File: src/rtl/cla_pg_stage.sv
// rtl/cla_pg_stage.sv - registered propagate/generate front-end with 2-entry output buffer
module cla_pg_stage #(
  parameter int WIDTH = 5
) (
  input  logic             clk,
  input  logic             rst,
  input  logic             in_valid,
  output logic             in_ready,
  input  logic [WIDTH-1:0] a,
  input  logic [WIDTH-1:0] b,
  input  logic             cin,
  output logic             out_valid,
  input  logic             out_ready,
  output logic [WIDTH-1:0] p,
  output logic [WIDTH-1:0] g_bar,
  output logic             c0,
  output logic [1:0]       count
);

  typedef enum logic [1:0] {
    EMPTY = 2'd0,
    ONE   = 2'd1,
    TWO   = 2'd2
  } state_t;

  state_t state, state_nxt;

  logic             push, pop;
  logic             load_head_new, load_tail_new, load_head_from_tail;
  logic [WIDTH-1:0] p_new, g_bar_new;
  logic [WIDTH-1:0] head_p, head_g_bar, tail_p, tail_g_bar;
  logic             head_c0, tail_c0;

  assign p_new     = a ^ b;
  assign g_bar_new = ~(a & b);

  // in_ready depends on state only, keeping out_ready off the upstream timing path
  assign in_ready = (state != TWO) && !rst;
  assign push     = in_valid && in_ready;
  assign pop      = out_valid && out_ready;

  always_ff @(posedge clk or posedge rst) begin
    if (rst) begin
      state <= EMPTY;
    end else begin
      state <= state_nxt;
    end
  end

  always_comb begin
    state_nxt = state;
    case (state)
      EMPTY: begin
        if (push) state_nxt = ONE;
      end
      ONE: begin
        if (push && !pop)      state_nxt = TWO;
        else if (pop && !push) state_nxt = EMPTY;
      end
      TWO: begin
        if (pop) state_nxt = ONE;
      end
      default: state_nxt = EMPTY;
    endcase
  end

  always_comb begin
    out_valid          = 1'b0;
    count              = 2'd0;
    load_head_new      = 1'b0;
    load_tail_new      = 1'b0;
    load_head_from_tail = 1'b0;
    case (state)
      EMPTY: begin
        load_head_new = push;
      end
      ONE: begin
        out_valid     = 1'b1;
        count         = 2'd1;
        load_head_new = push && pop;
        load_tail_new = push && !pop;
      end
      TWO: begin
        out_valid           = 1'b1;
        count               = 2'd2;
        load_head_from_tail = pop;
      end
      default: begin
        out_valid = 1'b0;
        count     = 2'd0;
      end
    endcase
  end

  // Head only moves on a load, so a stalled head entry stays put
  always_ff @(posedge clk or posedge rst) begin
    if (rst) begin
      head_p     <= '0;
      head_g_bar <= '1;
      head_c0    <= 1'b0;
      tail_p     <= '0;
      tail_g_bar <= '1;
      tail_c0    <= 1'b0;
    end else begin
      if (load_head_new) begin
        head_p     <= p_new;
        head_g_bar <= g_bar_new;
        head_c0    <= cin;
      end else if (load_head_from_tail) begin
        head_p     <= tail_p;
        head_g_bar <= tail_g_bar;
        head_c0    <= tail_c0;
      end
      if (load_tail_new) begin
        tail_p     <= p_new;
        tail_g_bar <= g_bar_new;
        tail_c0    <= cin;
      end
    end
  end

  assign p     = head_p;
  assign g_bar = head_g_bar;
  assign c0    = head_c0;

endmodule

File: config.mk
export PLATFORM = sky130hd
export DESIGN_NAME = cla_pg_stage
export DESIGN_NICKNAME = d
export VERILOG_FILES = /design/src/rtl/cla_pg_stage.sv
export SDC_FILE = /design/constraint.sdc
export NUM_CORES = 1
export LEC_CHECK = 0
export CAP_MARGIN = 30
export CORE_ASPECT_RATIO = 1.25
export CORE_MARGIN = 2
export CORE_UTILIZATION = 45
export CTS_BUF_LIST = sky130_fd_sc_hd__clkbuf_4 sky130_fd_sc_hd__clkbuf_8
export DETAILED_ROUTE_END_ITERATION = 10
export GPL_TIMING_DRIVEN = 0
export PLACE_DENSITY_LB_ADDON = 0.25
export SYNTH_ARGS = -nofsm -noshare
export SYNTH_HDL_FRONTEND = slang
export SYNTH_SLANG_ARGS = --single-unit
File: constraint.sdc
create_clock -name clk -period 2.3 [get_ports clk]
set_input_delay 0.23 -clock clk [delete_from_list [all_inputs] [get_ports clk]]
set_output_delay 0.23 -clock clk [all_outputs]
set_load 0.05 [all_outputs]
==> run summary <==
After detailed routing, the number of vias per cell comes to 5.24. STA classifies the critical path endpoint as an output pin. For the total global routing overflow, the log shows 0.

The number of maximum-capacitance constraint violations was 0; the synthesized instance count was 94. TritonCTS built the clock tree. The cell area that synthesis handed to floorplanning was 1310 µm². The clock net in this run drives a total of 24 sinks. The run gives 1 as the H-tree level count. During I/O placement, the number of pins put on the boundary was 30. For the finished layout, the period the worst path requires is 2.17 ns. Yosys printed 0 warnings. The first routing iteration left 28 violations.

Effective utilization at floorplan: 0.479. For this design the static power due to leakage is 0.890 nW. Setup total negative slack on the finished layout was measured at 0 ns.

Counting the fill cells in the layout gives 219. The die height is 64.3 µm. Diode insertion count for antenna repair: 0.

After floorplanning, the core was sized to cover 2730 µm². The width of the die works out to 52.3 µm. Across the routed clock network, the largest skew measured is 0.00163 ns.

The length in cells of the worst reg-to-reg path is 8, and the post-route fraction of the period consumed by the critical path is 0.942. The commonest cells after synthesis are 17 x sky130_fd_sc_hd__mux2i_1, 14 x sky130_fd_sc_hd__dfrtp_1, 11 x sky130_fd_sc_hd__ha_1. The logs give 3360 µm² for the die area and 0 for the number of hold-repair buffers added at the cts stage. Reg-to-reg startpoint: state[0]. For the number of global-route vias before repair, the log shows 956. The tools report the worst setup path endpoint as in_ready. The data arrival time of the critical path is 1.94 ns, and the portion of the post-synthesis area used by sequential elements is 0.468.

For flop-to-flop paths, the worst setup slack is 0.16 ns. During placement, the flow inserted port buffers numbering 29. Among all flip-flop cells after synthesis, the most frequent one is sky130_fd_sc_hd__dfrtp_1.

The first global-routing pass estimated 4180 µm of wire. The number of design rule violations left after detail routing was 0. By area the synthesized netlist is led by sky130_fd_sc_hd__dfrtp_1 27%, sky130_fd_sc_hd__dfstp_2 20%, sky130_fd_sc_hd__mux2i_1 13%. At the pin with the least slew margin, the transition time is 0.882 ns. The average detailed-routed wire length per instance is 15.1 µm. Before antenna repair, the detailed router went through 4 iterations. Setup repair after global routing left no endpoint under its margin. Once layout is done, the placed cells without fillers occupy 1700 µm².

For the count of unique library cells instantiated by Yosys, the log shows 20. The cell area reported after detailed placement came out at 1650 µm². For this block, the routed nets add up to 2420 µm of wire. The HPWL after detailed placement is 1800 µm. The count of nets left with antenna violations once routing finished came out at 0. The flow ran to the end, and the final reports show no timing, DRC or antenna violations. Static timing analysis puts the maximum clock frequency at 462 MHz. In this run, synthesis produced a sequential element count of 24.

Buffers inserted during clock tree synthesis total 3. For the initial antenna violation count, the log shows 0. The fraction of final layout cells with drive strength greater than 1 came out at 0.331.

The buffer levels on the longest clock path is 2. The worst-case IR drop observed on VDD is 0.892 mV. The tools report the type of origin of the critical path as a register.

The tools report the required arrival time at the worst endpoint as 2.07 ns. The startpoint of the most critical setup path is state[0]. Along the worst path, the maximum fanout reaches 7. The ratio of total power to cell area is 1380 nW/µm², and the total routing resource utilization after global routing is 0.169.

The cell with the most instances after synthesis was sky130_fd_sc_hd__mux2i_1. The share of Yosys cell area claimed by the top area cell type came out at 0.267. Once the clock tree was built, the setup fixing pass inserted 0 buffers. The routed layout has 844 vias. In this run the core area contains 21 standard-cell rows. Yosys mapped a number of flops with a built-in enable equal to 0. Routability-driven placement finished with a final weighted congestion of 0.698. The worst register-to-register path ends at state[1].

The tree is rooted in a sky130_fd_sc_hd__clkbuf_4. The critical path is of the register to output pin type. For the max-slew headroom at the worst pin, the log shows 0.412. Summed over all instances, the cell type with the most area after synthesis is sky130_fd_sc_hd__dfrtp_1. The tools report the number of nets in the layout as 154. After clock tree synthesis, the repair step resized 0 gates. Setup violations remaining at the end of the flow were counted as 0. Clock-pin slew was measured on the worst setup and hold paths at 0.13 ns. The fraction of registers with async set/reset was 1.00. Number of hold violations in the final report: 0. The logs give 25 for the largest net degree at the start of global routing and 120 for the net count after synthesis.

The area growth from synthesis to layout is 29.7%. The class of the worst hold path was primary input to asynchronous set/reset pin. The tools report the count of final max-slew check failures as 0. Clock latency on the worst-skew pair, taken at its later pin, is 0.31 ns.

The mean area per synthesized cell came out at 13.9 µm².
==> metal layers <==
layer	vias to the layer above	global-route usage	wire, µm
met4	0	0.0673	32
li1	397	-	-
met5	-	0	0
met3	4	0.0257	97
met1	422	0.183	999
met2	21	0.318	1290
==> cells by family after synthesis <==
kind of cell,Yosys count,synth area share
buffers and inverters,14,0.0535
AOI/OAI and AO/OA,4,0.0296
muxes,35,0.313
adders and majority gates,11,0.105
and+or+nand+nor,6,0.0306
DFF,24,0.468
==> sequential cells by signal, summed over array words and instances, names as in the netlist <==
signal,flops
tail_g_bar,5
p,5
tail_p,5
tail_c0,1
c0,1
g_bar,5
state,2
==> per-stage QoR <==
step / utilization / std cells / hold WS [ns] / setup WS [ns] / power, W
detailed placement: 0.602 / 157 / 0.462 / 0.0775 / 0.00213
global route: 0.622 / 161 / 0.500 / 0.0367 / 0.00248
floorplan: - / 94 / 0.237 / 0.0596 / 0.00177
finish: 0.622 / 161 / 0.468 / 0.134 / 0.00235
CTS: 0.615 / 161 / 0.481 / 0.0468 / 0.00235
global placement: 0.602 / 157 / 0.455 / 0.151 / 0.00208
==> worst min-delay path by stage <==
| stage | endpoint | slack (ns) | depth (start not counted) |
|---|---|---|---|
| floorplan | c0 | 0.24 | 1 |
| global placement | tail_g_bar[2] | 0.45 | 2 |
| detailed placement | tail_g_bar[2] | 0.46 | 2 |
| CTS | tail_g_bar[2] | 0.48 | 2 |
| global route | tail_g_bar[2] | 0.50 | 2 |
| finish | tail_p[0] | 0.47 | 2 |
==> where the power goes <==
group          leakage, nW  switching (W)  internal, W
Clock               0.0210       0.000122    0.0000967
Combinational        0.594       0.000753     0.000587
Sequential           0.275       0.000111     0.000676
Total                0.890       0.000986      0.00136
==> critical path, stage by stage (launching register included) <==
cell and delay, ns:
sky130_fd_sc_hd__dfrtp_1 0.43, sky130_fd_sc_hd__inv_2 0.08, sky130_fd_sc_hd__ha_4 0.19, sky130_fd_sc_hd__nor2_1 0.11, sky130_fd_sc_hd__clkdlybuf4s50_1 0.81
==> layout by cell type, fill, tap and decap left out <==
cell type	count
sky130_fd_sc_hd__mux2_2	8
sky130_fd_sc_hd__nand3_2	1
sky130_fd_sc_hd__clkbuf_4	3
sky130_fd_sc_hd__clkbuf_8	1
sky130_fd_sc_hd__dfrtp_1	14
sky130_fd_sc_hd__o22ai_1	1
sky130_fd_sc_hd__buf_6	2
sky130_fd_sc_hd__a221o_1	1
sky130_fd_sc_hd__inv_1	9
sky130_fd_sc_hd__a22oi_2	1
sky130_fd_sc_hd__ha_4	1
sky130_fd_sc_hd__nor2_1	1
sky130_fd_sc_hd__ha_1	10
sky130_fd_sc_hd__nand4b_1	1
sky130_fd_sc_hd__nand2_2	1
sky130_fd_sc_hd__mux2i_1	17
sky130_fd_sc_hd__mux2_4	10
sky130_fd_sc_hd__nand3_1	1
sky130_fd_sc_hd__clkdlybuf4s50_1	28
sky130_fd_sc_hd__buf_2	1
sky130_fd_sc_hd__a222oi_1	1
sky130_fd_sc_hd__or3b_4	1
sky130_fd_sc_hd__dlymetal6s2s_1	1
sky130_fd_sc_hd__inv_2	1
sky130_fd_sc_hd__dfstp_2	10
sky130_fd_sc_hd__clkinv_2	1
==> final cells by class <==
class | count | area [µm²] | share of cell area
Clock buffer | 4 | 36.3 | 0.0214
Sequential cell | 24 | 613 | 0.361
Buffer | 3 | 27.5 | 0.0162
Inverter | 11 | 42.5 | 0.0250
Timing Repair Buffer | 29 | 293 | 0.172
Multi-Input combinational cell | 56 | 644 | 0.379
Tap cell | 34 | 42.5 | 0.0250
No activity file was read; power rests on OpenSTA's default activity.
